===== src/rtl/cnt_ctrl_pkg.sv =====
// Shared definitions for the counter sequencing controller: state encoding,
// command opcodes and the full-range terminal helper.
package cnt_ctrl_pkg;

    typedef enum logic [2:0] {
        ST_IDLE = 3'd0,
        ST_LOAD = 3'd1,
        ST_RUN  = 3'd2,
        ST_HOLD = 3'd3,
        ST_DONE = 3'd4
    } state_t;

    localparam logic [1:0] OP_START = 2'b00;
    localparam logic [1:0] OP_STOP  = 2'b01;
    localparam logic [1:0] OP_CLEAR = 2'b10;
    localparam logic [1:0] OP_LOAD  = 2'b11;

    // All-ones value of a w-bit counter, i.e. the largest reachable count.
    function automatic logic [31:0] full_term(input int unsigned w);
        return (32'd1 << w) - 32'd1;
    endfunction

endpackage


===== src/rtl/cnt_core.sv =====
// Counter datapath: WIDTH-bit register with clear, enable and wrap controls
// plus a combinational compare against the terminal value.
module cnt_core #(
    parameter int WIDTH = 4
) (
    input  logic             clk,
    input  logic             rst_n,
    input  logic             clr,
    input  logic             en,
    input  logic             wrap,
    input  logic [WIDTH-1:0] term,
    output logic [WIDTH-1:0] cnt,
    output logic             eq_term
);

    localparam logic [WIDTH-1:0] CNT_ONE = {{(WIDTH-1){1'b0}}, 1'b1};

    logic [WIDTH-1:0] cnt_r;

    // Count register: clear dominates, otherwise increment or wrap to zero when enabled.
    always_ff @(posedge clk or negedge rst_n) begin
        if (!rst_n) begin
            cnt_r <= {WIDTH{1'b0}};
        end else if (clr) begin
            cnt_r <= {WIDTH{1'b0}};
        end else if (en) begin
            if (wrap) begin
                cnt_r <= {WIDTH{1'b0}};
            end else begin
                cnt_r <= cnt_r + CNT_ONE;
            end
        end else begin
            cnt_r <= cnt_r;
        end
    end

    assign cnt     = cnt_r;
    assign eq_term = (cnt_r == term);

endmodule


===== src/rtl/cnt_seq_ctrl.sv =====
// Sequencing controller: command decode, run/hold/done FSM, terminal
// detection, done pulse and saturating wrap counter around cnt_core.
module cnt_seq_ctrl
    import cnt_ctrl_pkg::*;
#(
    parameter int WIDTH  = 4,
    parameter int WRAP_W = 8
) (
    input  logic              clk,
    input  logic              rst_n,
    input  logic              cmd_valid,
    output logic              cmd_ready,
    input  logic [1:0]        cmd_op,
    input  logic [WIDTH-1:0]  cmd_data,
    input  logic              cfg_periodic,
    input  logic              tick_en,
    output logic [WIDTH-1:0]  o_cnt,
    output logic              o_busy,
    output logic              o_done,
    output logic [WRAP_W-1:0] o_wrap_cnt
);

    localparam logic [WIDTH-1:0]  TERM_FULL = WIDTH'(full_term(WIDTH));
    localparam logic [WRAP_W-1:0] WRAP_MAX  = {WRAP_W{1'b1}};
    localparam logic [WRAP_W-1:0] WRAP_ONE  = {{(WRAP_W-1){1'b0}}, 1'b1};

    state_t             state_r;
    state_t             nxt_state_s;
    logic [WIDTH-1:0]   term_r;
    logic               busy_r;
    logic               done_r;
    logic               ready_r;
    logic [WRAP_W-1:0]  wrap_r;

    logic               acc_s;
    logic               start_s;
    logic               stop_s;
    logic               clear_s;
    logic               load_s;
    logic               run_tick_s;
    logic               term_hit_s;
    logic               core_clr_s;
    logic               core_en_s;
    logic               eq_term_s;

    // A command is taken only when the port is ready; STOP/CLEAR/LOAD swallow a same-cycle tick.
    assign acc_s      = cmd_valid && ready_r;
    assign start_s    = acc_s && (cmd_op == OP_START);
    assign stop_s     = acc_s && (cmd_op == OP_STOP);
    assign clear_s    = acc_s && (cmd_op == OP_CLEAR);
    assign load_s     = acc_s && (cmd_op == OP_LOAD);
    assign run_tick_s = (state_r == ST_RUN) && tick_en && !(stop_s || clear_s || load_s);
    assign term_hit_s = run_tick_s && eq_term_s;

    // In one-shot mode the terminal tick must not move the count, so enable only on wrap or below term.
    assign core_clr_s = clear_s || load_s || (start_s && (state_r == ST_DONE));
    assign core_en_s  = run_tick_s && (!eq_term_s || cfg_periodic);

    cnt_core #(
        .WIDTH (WIDTH)
    ) u_core (
        .clk     (clk),
        .rst_n   (rst_n),
        .clr     (core_clr_s),
        .en      (core_en_s),
        .wrap    (eq_term_s),
        .term    (term_r),
        .cnt     (o_cnt),
        .eq_term (eq_term_s)
    );

    // Next-state decode; commands outrank ticks, LOAD always lasts a single cycle.
    always_comb begin
        nxt_state_s = state_r;
        case (state_r)
            ST_LOAD: begin
                nxt_state_s = ST_IDLE;
            end
            ST_IDLE, ST_HOLD, ST_DONE: begin
                if (clear_s) begin
                    nxt_state_s = ST_IDLE;
                end else if (load_s) begin
                    nxt_state_s = ST_LOAD;
                end else if (start_s) begin
                    nxt_state_s = ST_RUN;
                end else begin
                    nxt_state_s = state_r;
                end
            end
            ST_RUN: begin
                if (clear_s) begin
                    nxt_state_s = ST_IDLE;
                end else if (load_s) begin
                    nxt_state_s = ST_LOAD;
                end else if (stop_s) begin
                    nxt_state_s = ST_HOLD;
                end else if (term_hit_s && !cfg_periodic) begin
                    nxt_state_s = ST_DONE;
                end else begin
                    nxt_state_s = ST_RUN;
                end
            end
            default: begin
                nxt_state_s = ST_IDLE;
            end
        endcase
    end

    // State, registered status outputs, terminal value and saturating wrap count.
    always_ff @(posedge clk or negedge rst_n) begin
        if (!rst_n) begin
            state_r <= ST_IDLE;
            term_r  <= TERM_FULL;
            busy_r  <= 1'b0;
            done_r  <= 1'b0;
            ready_r <= 1'b1;
            wrap_r  <= {WRAP_W{1'b0}};
        end else begin
            state_r <= nxt_state_s;
            busy_r  <= (nxt_state_s == ST_RUN);
            ready_r <= (nxt_state_s != ST_LOAD);
            done_r  <= term_hit_s;
            if (load_s) begin
                term_r <= (cmd_data == {WIDTH{1'b0}}) ? TERM_FULL : cmd_data;
            end else begin
                term_r <= term_r;
            end
            if (clear_s) begin
                wrap_r <= {WRAP_W{1'b0}};
            end else if (term_hit_s && cfg_periodic && (wrap_r != WRAP_MAX)) begin
                wrap_r <= wrap_r + WRAP_ONE;
            end else begin
                wrap_r <= wrap_r;
            end
        end
    end

    assign cmd_ready  = ready_r;
    assign o_busy     = busy_r;
    assign o_done     = done_r;
    assign o_wrap_cnt = wrap_r;

endmodule


===== config.mk =====
export PLATFORM = sky130hd
export DESIGN_NAME = cnt_seq_ctrl
export DESIGN_NICKNAME = d
export VERILOG_FILES = /design/src/rtl/cnt_ctrl_pkg.sv /design/src/rtl/cnt_core.sv /design/src/rtl/cnt_seq_ctrl.sv
export SDC_FILE = /design/constraint.sdc
export NUM_CORES = 1
export LEC_CHECK = 0
export ABC_AREA = 1
export CORE_MARGIN = 8
export CORE_UTILIZATION = 59
export CTS_BUF_LIST = sky130_fd_sc_hd__clkbuf_8
export CTS_CLUSTER_SIZE = 30
export DETAILED_ROUTE_END_ITERATION = 8
export DONT_BUFFER_PORTS = 1
export PLACE_DENSITY = 0.82
export REMOVE_ABC_BUFFERS = 1
export SLEW_MARGIN = 20
export SYNTH_ARGS = -nofsm -noshare
export SYNTH_HDL_FRONTEND = slang
export SYNTH_SLANG_ARGS = --single-unit

===== constraint.sdc =====
create_clock -name clk -period 1.61 [get_ports clk]
set_clock_uncertainty 0.2 [all_clocks]
set_input_delay 0.161 -clock clk [delete_from_list [all_inputs] [get_ports clk]]
set_output_delay 0.161 -clock clk [all_outputs]
set_load 0.03 [all_outputs]

---- Word level (Yosys, flattened, before mapping) ----
Cells that the tools add are included.
storage, ports and cells
  flip-flop bits (word level) ............. 22
  bits of input ports ..................... 11
  output and inout port bits .............. 15
  word-level logic and storage cells ...... 60
operators by class
  add/subtract/negate cells ............... 2
  equality and inequality tests ........... 10
  muxes and demuxes ....................... 14
  reduce and logical (&&, ||, !) cells .... 27
operators with widths
  kind                                                 count
  2-to-1 mux 3 bit                                     7
  2-to-1 mux 4 bit                                     4
  2-to-1 mux 8 bit                                     2
  logical AND 1 bit                                    13
  equality test 3 x 2 -> 1 bit, second input constant  3
  adder 8 x 1 -> 8 bit, second input constant          1
  != test 8 bit, second input constant                 1
  case mux 3 bit (2 select lines)                      1
  logical OR 1 bit                                     5
  adder 4 x 1 -> 4 bit, second input constant          1
  equality test 2 bit, second input constant           2
  equality test 4 bit                                  1
  logical NOT 4 bit                                    1
  nonzero test 2 bit                                   2
  equality test 3 bit, second input constant           1
  logical NOT 1 bit                                    3
  logical NOT 3 bit                                    1
  != test 3 x 1 -> 1 bit, second input constant        1
  OR reduction 3 bit                                   1
  equality test 2 x 1 -> 1 bit, second input constant  1
  logical NOT 2 bit                                    1

---- Logic depth before layout (Yosys ltp) ----
Gate-level depths: netlist of the first run.
  depth after elaboration ................. 14
  mapped depth ............................ 11
  depth with buffers taken out ............ 11

---- Modules after synthesis ----
A second synthesis of the first run with hierarchy kept.
unflattened totals
  cell total of the unflattened synthesis .. 178
  area total of the unflattened synthesis .. 1360.1 µm²
modules (own cells, without submodules)
  module        instances  cells each  area an instance (µm²)  seq. area each (µm²)
  cnt_seq_ctrl  1          141         1099.8                  456.7
  cnt_core      1          37          260.2                   100.1

---- Least setup slack after synthesis of the first run ----
No wires, ideal clock.
  path type ............................... flip-flop to flip-flop
  start ................................... register wrap_r[0] (netlist: o_wrap_cnt[0])
  end ..................................... register wrap_r[3] (netlist: o_wrap_cnt[3])
  setup time .............................. 119 ps
  arrival ................................. 1418 ps
  data required time ...................... 1291 ps
  setup slack ............................. -126 ps
  stages on the path, launching flop included .. 10
  buffers on the path ..................... 0
  clock period less this slack ............ 1736 ps
  cell sequence ........................... dfrtp_1 ha_1 nand2_1 nor2_1 a21oi_1 nand2_4 nand2_2 inv_2 nand2_1 nand2_1
on the way
  longest elaborated chain between the ends .. 3
  elaborated cells between the ends (all ways) .. 6
  those cells by class .................... 1 x add/sub; 1 x eq/ne; 2 x mux; 2 x reduce/logical
ends and longest elaborated chain
  what                                                    RTL line                                  source
  start, declared                                         cnt_seq_ctrl.sv:33                        logic [WRAP_W-1:0] wrap_r;
  start signal, assigned                                  cnt_seq_ctrl.sv:117                       wrap_r <= {WRAP_W{1'b0}};
  start signal, assigned                                  cnt_seq_ctrl.sv:129                       wrap_r <= {WRAP_W{1'b0}};
  start signal, assigned                                  cnt_seq_ctrl.sv:131                       wrap_r <= wrap_r + WRAP_ONE;
  adder 8 x 1 -> 8 bit or != test 8 bit (tied branches)   cnt_seq_ctrl.sv:131, cnt_seq_ctrl.sv:130
  2-to-1 mux 8 bit or logical AND 1 bit (tied branches)   cnt_seq_ctrl.sv:130                       end else if (term_hit_s && cfg_periodic && (wrap_r != WRAP_MAX)) begin
  2-to-1 mux 8 bit or nonzero test 2 bit (tied branches)  n/a
Parallel ways exist; a longest one is shown, timed or not. The select of a mux whose other input is x is not followed.
A chain may end at the register's enable or synchronous reset.

---- Final worst setup path of the first run ----
  start ................................... register term_r[2]
  end ..................................... register wrap_r[6] (netlist: o_wrap_cnt[6])
on the way
  longest elaborated chain between the ends .. 5
ends and longest elaborated chain
  what                                 RTL line             source
  start, declared                      cnt_seq_ctrl.sv:29   logic [WIDTH-1:0] term_r;
  start signal, assigned               cnt_seq_ctrl.sv:124  term_r <= (cmd_data == {WIDTH{1'b0}}) ? TERM_FULL : cmd_data;
  start signal, assigned               cnt_seq_ctrl.sv:126  term_r <= term_r;
  equality test 4 bit                  cnt_core.sv:38       assign eq_term = (cnt_r == term);
  logical AND 1 bit                    cnt_seq_ctrl.sv:53   assign term_hit_s = run_tick_s && eq_term_s;
  named net term_hit_s                 cnt_seq_ctrl.sv:41   logic term_hit_s;
  logical AND 1 bit (2 in series)      cnt_seq_ctrl.sv:130
  nonzero test 2 bit (no source line)  n/a
  end signal, assigned                 cnt_seq_ctrl.sv:129
  end signal, assigned                 cnt_seq_ctrl.sv:131
  end signal, assigned                 cnt_seq_ctrl.sv:133  wrap_r <= wrap_r;
The timed path passes the listed nets, and every way through them passes these cells.

==> results.toml, run 1 <==
[drt]
wl_per_cell_um = 16.2
num_vias = 1290
drt-initial-drc-count = 60
drt_first_pass_iters = 5
antenna_violating_nets_post_route = 0
drt_wl_total_um = 3740
detail_route.drc_violations = 0
routed_via_density = 5.58

[power]
finalPower_mw = 2.39
p_clk_share_pct = 16.4
power.internal_mw = 1.36
share_comb_of_total_power_pct = 47.6
seqPwrFrac_pct = 36.0
pwr_density_cell_nw_per_um2 = 1330
netSwitchingPower_mw = 1.03
sw_frac_of_total_pct = 43.2
total_leakage_power_nw = 0.964
worst_ir_drop_vdd_v = 0.00100

[timing]
worst_slew_pin_slew_ps = 487
timing.final.crit_share_pct = 107
grt_setup_unrepaired = "true"
setup-tns-final_ps = -908
timing.final.crit_period_ps = 1720
setup_slack_ps = -106
setup_violations = 14
max_freq_ghz = 0.583
timing.final.max_slew_violations = 0
slew-limit-headroom_pct = 67.5
whs_ps = -79.8
hold_viol = 3

[clock_tree]
tritoncts = "done"
clock-sinks = 22
clk-insertion-delay-late_ps = 260
clockRootBuffer = "sky130_fd_sc_hd__clkbuf_8"
clock_tree.htree_level_count = 1
cts.path.max_buffers = 2
clk_pin_slew_ps = 80
cts-buffers-inserted = 3

[final_layout]
fillerInstances = 120
finish.net_count = 217
syn2layout_area_growth_pct = 35.7
final_layout_size_suffix_gt1_share_pct = 44.3
n_antenna_cell = 0
postLayoutCellArea_um2 = 1800

[synthesis]
yosysUniqueCellTypes = 29
synth_area_um2 = 1320
synth.yosys.seq_area_share_pct = 42.1
synth-compound-area-share_pct = 7.75
yosys.area_share.xor_xnor_pct = 5.29
post_synth_fa_ha_maj_area_fraction_pct = 1.89
share_of_synthesized_cell_area_in_and_or_nand_and_nor_gates_pct = 35.0
postSynthAreaPerCell_um2 = 7.93
synthCells = 167
synth_top_family_by_area = "simple AND/OR/NAND/NOR gates"
synthesis.yosys.warnings = 0
post_synth_mux_area_share_pct = 0
synth-seq-cells = 22

[flow_run]
number_of_max_cap_violations = 0

[placement]
hpwl_um = 2290
portBuffers = 0
dp_worst_setup_slack_ps = -43.8
detailed_place.area_um2 = 1510
finalWeightedCongestion = 0.855

[die]
chipHeight_um = 63.4
floorplan.io_pins = 26
core-area_um2 = 2170
placement_rows = 17
die_w_um = 63.4
floorplan.die_area_um2 = 4020
initial_core_utilization_pct = 61.0

[global_routing]
number_of_global_route_vias_before_repair = 1287
pin_count_of_the_biggest_net_entering_global_routing = 23
groute.layer.met2.usage_pct = 31.9
antenna_violations_before_repair = 0
use_met1_pct = 19.0
grt_util_met3_pct = 3.71
groute.usage.overall_pct = 17.3
grt_first_pass_wirelength_um = 5780
grt_max_usage_layer = "met2"
grt-ovfl-total = 0

[status]
failing_checks = "negative hold slack, negative setup slack"
run_status = "finished, violations left"

[setup_path]
timing_worst_setup_path_type = "reg2reg"
crit_path_start_kind = "flip-flop"
critical_path_required_ps = 1560
cp.arrival_ps = 1670
r2r_setup_slack_ps = -110
reg2reg_depth = 11
critical_path.max_fanout = 8
end_kind = "flip-flop"

[hold_path]
worstHoldPathType = "in2reg"
hold_depth = 3
-- flip-flops by register name, indices dropped and copies added (netlist names) --
signal / count
o_wrap_cnt: 8
o_busy: 1
cmd_ready: 1
term_r: 4
u_core.cnt: 4
o_done: 1
state_r: 3
-- power by group through the flow --
| stage | clock network, mW | registers, mW | logic [mW] |
|---|---|---|---|
| 2_1_floorplan | 0 | 0.938 | 0.557 |
| 3_3_place_gp | 0 | 0.839 | 0.881 |
| 3_5_place_dp | 0 | 0.845 | 0.913 |
| 4_1_cts | 0.393 | 0.833 | 0.986 |
| 5_1_grt | 0.418 | 0.866 | 1.24 |
| 6_report | 0.392 | 0.861 | 1.14 |
-- cell usage after synthesis --
library cell               number  area share [%]
sky130_fd_sc_hd__o21ai_1        1            0.38
sky130_fd_sc_hd__nand2_4        2             1.7
sky130_fd_sc_hd__nand4_1        4             1.9
sky130_fd_sc_hd__dfrtp_1       17              32
sky130_fd_sc_hd__xor2_1         7             4.6
sky130_fd_sc_hd__nor2_2         1            0.47
sky130_fd_sc_hd__a21oi_1        5             1.9
sky130_fd_sc_hd__nand2_1       46              13
sky130_fd_sc_hd__o21bai_2       1            0.85
sky130_fd_sc_hd__nand3b_1       4             2.3
sky130_fd_sc_hd__inv_2          7             2.0
sky130_fd_sc_hd__o21ai_0        2            0.76
sky130_fd_sc_hd__xnor2_1        1            0.66
sky130_fd_sc_hd__a31oi_1        4             1.9
sky130_fd_sc_hd__nand3_2        1            0.76
sky130_fd_sc_hd__nand3_1        8             3.0
sky130_fd_sc_hd__nor2_8         1             1.5
sky130_fd_sc_hd__nor2_1        11             3.1
sky130_fd_sc_hd__clkinv_4       1            0.66
sky130_fd_sc_hd__ha_1           2             1.9
sky130_fd_sc_hd__nor2_4         2             1.7
sky130_fd_sc_hd__nor3_1         2            0.76
sky130_fd_sc_hd__nor4_1         1            0.47
sky130_fd_sc_hd__o21ai_2        3             2.0
sky130_fd_sc_hd__clkinv_1       1            0.28
sky130_fd_sc_hd__dfstp_2        5             9.9
sky130_fd_sc_hd__and3_1         1            0.47
sky130_fd_sc_hd__inv_1         18             5.1
sky130_fd_sc_hd__nand2_2        8             3.8
-- final timing paths --
path | start | to
max in group asynchronous | rst_n | cmd_ready$_DFF_PN1_
min in group asynchronous | rst_n | u_core.cnt[1]$_DFFE_PN0P_
hold / removal | cmd_op[1] | state_r[2]$_DFF_PN0_
setup / recovery | term_r[2]$_DFFE_PN1P_ | o_wrap_cnt[6]$_DFFE_PN0P_
setup reg to reg | term_r[2]$_DFFE_PN1P_ | o_wrap_cnt[6]$_DFFE_PN0P_
hold reg to reg | u_core.cnt[1]$_DFFE_PN0P_ | u_core.cnt[1]$_DFFE_PN0P_
-- final cells by class --
type	count	area, um^2	area share, %
Inverter	27	111	6.20
Multi-Input combinational cell	118	769	42.8
Tap cell	28	35.0	1.95
Clock buffer	4	55.1	3.06
Timing Repair Buffer	32	269	15.0
Sequential cell	22	557	31.0
-- stage by stage --
step | instances | utilization, %
after floorplan | 167 | -
after global placement | 215 | 69.6
after detailed placement | 215 | 69.6
after CTS | 227 | 77.2
after global routing | 231 | 82.8
final | 231 | 82.8
-- cell families (layout without fill, tap and decap cells) --
family	Yosys count	after routing
AND/OR/NAND/NOR	92	92
buffers and inverters	27	63
flip-flops	22	22
adder cells (fa/ha/maj)	2	2
AO/OA/AOI/OAI	16	16
XOR/XNOR	8	8
-- placed cells by master, fill, tap and decap left out, types with 2 or more instances in the layout --
cell,instances
sky130_fd_sc_hd__nand2_1,29
sky130_fd_sc_hd__buf_4,23
sky130_fd_sc_hd__nand2_2,21
sky130_fd_sc_hd__dfrtp_1,17
sky130_fd_sc_hd__inv_1,15
sky130_fd_sc_hd__inv_2,10
sky130_fd_sc_hd__nor2_1,8
sky130_fd_sc_hd__nand3_1,8
sky130_fd_sc_hd__xor2_1,7
sky130_fd_sc_hd__dlygate4sd3_1,6
sky130_fd_sc_hd__nand2_4,5
sky130_fd_sc_hd__dfstp_2,5
sky130_fd_sc_hd__nand4_1,4
sky130_fd_sc_hd__a31oi_1,4
sky130_fd_sc_hd__nand3b_1,4
sky130_fd_sc_hd__clkbuf_8,4
sky130_fd_sc_hd__nor2_2,3
sky130_fd_sc_hd__nor2_4,3
sky130_fd_sc_hd__a21oi_1,3
sky130_fd_sc_hd__o21ai_2,3
sky130_fd_sc_hd__a21oi_2,2
sky130_fd_sc_hd__o21ai_0,2
sky130_fd_sc_hd__ha_1,2
-- worst max-delay path, cell delays in order (launching register included) --
cell and delay (ps):
sky130_fd_sc_hd__dfstp_2 550, sky130_fd_sc_hd__inv_2 50, sky130_fd_sc_hd__nand2_2 70, sky130_fd_sc_hd__nand2_2 70, sky130_fd_sc_hd__nor2_4 130, sky130_fd_sc_hd__nand2_4 90
sky130_fd_sc_hd__nor2_8 130, sky130_fd_sc_hd__nand2_4 70, sky130_fd_sc_hd__nand2_4 80, sky130_fd_sc_hd__inv_6 50, sky130_fd_sc_hd__nand2_2 60, sky130_fd_sc_hd__nand2_2 50
-- what timing repair did --
item                                    CTS  global route
gates resized for setup                  11            27
endpoints found under the setup margin   11            18
hold buffers                              6             1
hold endpoints to repair                 28            19
setup buffers                             2             3
pin swaps                                 3            13
-- routing by layer --
layer	wire [um]	up-vias	share of wire, %
met5	0	-	0
met4	72	0	1.9
met3	221	10	5.9
met2	1960	50	52
met1	1490	629	40
li1	-	601	-
Power figures use the tool's default switching activity.
==> run 2, diff against run 1 <==
--- a/config.mk
+++ b/config.mk
@@ -6,13 +6,15 @@
 export NUM_CORES = 1
 export LEC_CHECK = 0
 export ABC_AREA = 1
+export CELL_PAD_IN_SITES_DETAIL_PLACEMENT = 1
+export CELL_PAD_IN_SITES_GLOBAL_PLACEMENT = 1
 export CORE_MARGIN = 8
-export CORE_UTILIZATION = 59
-export CTS_BUF_LIST = sky130_fd_sc_hd__clkbuf_8
+export CORE_UTILIZATION = 43
+export CTS_BUF_LIST = sky130_fd_sc_hd__clkbuf_4
 export CTS_CLUSTER_SIZE = 30
 export DETAILED_ROUTE_END_ITERATION = 8
 export DONT_BUFFER_PORTS = 1
-export PLACE_DENSITY = 0.82
+export PLACE_DENSITY = 0.81
 export REMOVE_ABC_BUFFERS = 1
 export SLEW_MARGIN = 20
 export SYNTH_ARGS = -nofsm -noshare
==> results.toml, run 2 (synthesis results as in run 1) <==
[timing]
setup-tns-final_ps = -1460
timing.final.crit_share_pct = 108
slew-limit-headroom_pct = 66.3
setup_violations = 15
max_freq_ghz = 0.573
hold_viol = 0
timing.final.crit_period_ps = 1740
setup_slack_ps = -135
worst_slew_pin_slew_ps = 505
grt_setup_unrepaired = "true"
timing.final.max_slew_violations = 0

[final_layout]
postLayoutCellArea_um2 = 1920
most_frequent_cells_in_the_layout = "sky130_fd_sc_hd__nand2_1, sky130_fd_sc_hd__buf_4, sky130_fd_sc_hd__nand2_2"
n_antenna_cell = 0
final_util_pct = 63.8
finish.net_count = 227
stdcell_count = 246
syn2layout_area_growth_pct = 44.8
largest_register_ff_count = 8
final_layout_size_suffix_gt1_share_pct = 49.8
final_common_cell = "sky130_fd_sc_hd__nand2_1"

[die]
core-area_um2 = 3000
floorplan.die_area_um2 = 5110
floorplan.io_pins = 26
chipHeight_um = 71.5
initial_core_utilization_pct = 44.1
placement_rows = 20
die_w_um = 71.5

[global_routing]
groute.usage.overall_pct = 16.1
grt_first_pass_wirelength_um = 6600
antenna_violations_before_repair = 0
pin_count_of_the_biggest_net_entering_global_routing = 23
number_of_global_route_vias_before_repair = 1424
grt-ovfl-total = 0

[placement]
portBuffers = 0
dpl.cell_count = 221
finalWeightedCongestion = 0.891
dp_worst_setup_slack_ps = -76.8
hpwl_um = 2750
detailed_place.area_um2 = 1540

[clock_tree]
clockRootBuffer = "sky130_fd_sc_hd__clkbuf_4"
tritoncts = "done"
clock-sinks = 22
cts-buffers-inserted = 3
clk_pin_slew_ps = 120
clock_tree.htree_level_count = 1
clk-insertion-delay-late_ps = 320
cts.path.max_buffers = 2

[setup_path]
critical_path.max_stage_delay_ps = 460
end_kind = "flip-flop"
crit_path_start_kind = "flip-flop"
critical_path_required_ps = 1630
cp_num_cells = 8
cpLargestDelayFamily = "simple AND/OR/NAND/NOR gates"
critical_path.max_fanout = 4
timing_worst_setup_path_type = "reg2reg"
worstPathBufferInverterCount = 1
worstPathCellList = "inv_1 -> nand4_1 -> nor2_2 -> nand4_1 -> nand2_1 -> nand2_1 -> nand2_2 -> nor2_1"
critPathSlowestCell = "sky130_fd_sc_hd__dfrtp_2"
reg2reg_depth = 8
cp.arrival_ps = 1760

[drt]
drt_first_pass_iters = 4
detail_route.drc_violations = 0
routed_via_density = 5.39
antenna_violating_nets_post_route = 0
wl_per_cell_um = 19.9
drt-initial-drc-count = 51
drt_wl_total_um = 4890
num_vias = 1327

[flow_run]
number_of_max_cap_violations = 0

[status]
run_status = "finished, violations left"
failing_checks = "negative setup slack"

[hold_path]
hold_depth = 5
worstHoldPathType = "in2reg"

[power]
total_leakage_power_nw = 1.01
worst_ir_drop_vdd_v = 0.000733
pwr_density_cell_nw_per_um2 = 1280
==> run 2: changes by cell type in the layout (fill, tap and decap cells not counted), moves of 3 or more <==
| cell | change |
|---|---|
| sky130_fd_sc_hd__buf_4 | +7 |
| sky130_fd_sc_hd__nand2_2 | -5 |
| sky130_fd_sc_hd__clkbuf_8 | -4 |
| sky130_fd_sc_hd__nor2_1 | -4 |
| sky130_fd_sc_hd__a31oi_1 | -3 |
| sky130_fd_sc_hd__a31oi_2 | +3 |
| sky130_fd_sc_hd__clkbuf_4 | +3 |
| sky130_fd_sc_hd__dlygate4sd3_1 | +3 |
| sky130_fd_sc_hd__nand2_1 | +3 |
| sky130_fd_sc_hd__nand2_4 | +3 |
==> run 2: final timing paths <==
path	start	endpoint	slack [ps]
min	cmd_valid	state_r[2]$_DFF_PN0_	30
max	state_r[0]$_DFF_PN0_	o_busy$_DFF_PN0_	-130
max reg2reg	state_r[0]$_DFF_PN0_	o_busy$_DFF_PN0_	-130
max in group asynchronous	rst_n	u_core.cnt[1]$_DFFE_PN0P_	720
min in group asynchronous	rst_n	state_r[2]$_DFF_PN0_	130
min reg2reg	o_wrap_cnt[5]$_DFFE_PN0P_	o_wrap_cnt[5]$_DFFE_PN0P_	420
==> run 2: where the power goes <==
part / internal (mW) / total, mW / switching [mW] / leakage, nW
clock network: 0.0908 / 0.267 / 0.177 / 0.0154
registers: 0.714 / 0.877 / 0.163 / 0.281
logic: 0.495 / 1.30 / 0.805 / 0.715
==> run 2: stage by stage <==
stage / power [mW] / hold WS [ps]
global route: 2.58 / 41.5
floorplan: 1.49 / -335
global placement: 1.75 / -334
CTS: 2.16 / 5.87
detailed placement: 1.79 / -334
finish: 2.44 / 26.9
==> run 2: per-layer routing <==
layer | vias to the layer above | routed length, um | global-route usage, %
met5 | - | 0 | 0
met4 | 0 | 76 | 5.44
met3 | 8 | 263 | 3.77
met2 | 42 | 2600 | 29.6
met1 | 660 | 1940 | 17.6
li1 | 617 | - | -
==> run 2: repair_timing <==
| item | 4_1_cts | 5_1_grt |
|---|---|---|
| pin swaps | 4 | 5 |
| buffers inserted | 5 | 6 |
| setup endpoints to repair | 19 | 20 |
| resized for setup | 10 | 44 |
| hold endpoints to repair | 34 | 22 |
| hold buffers | 9 | 1 |
==> run 2: area by class of cell <==
cell class / count / area (um^2)
fillers: 354 / 1090
multi-input cells: 118 / 811
flip-flops and latches: 22 / 559
repair buffers: 42 / 360
inverters: 27 / 119
well taps: 33 / 41.3
clock buffers: 3 / 22.5
clock inverters: 1 / 3.75
==> run 2: tightest hold or removal path, cell delays in order <==
cell,delay (ps)
sky130_fd_sc_hd__nand2_4,80
sky130_fd_sc_hd__inv_2,80
sky130_fd_sc_hd__o21ai_0,90
sky130_fd_sc_hd__nand2_1,60
sky130_fd_sc_hd__nand2_1,50
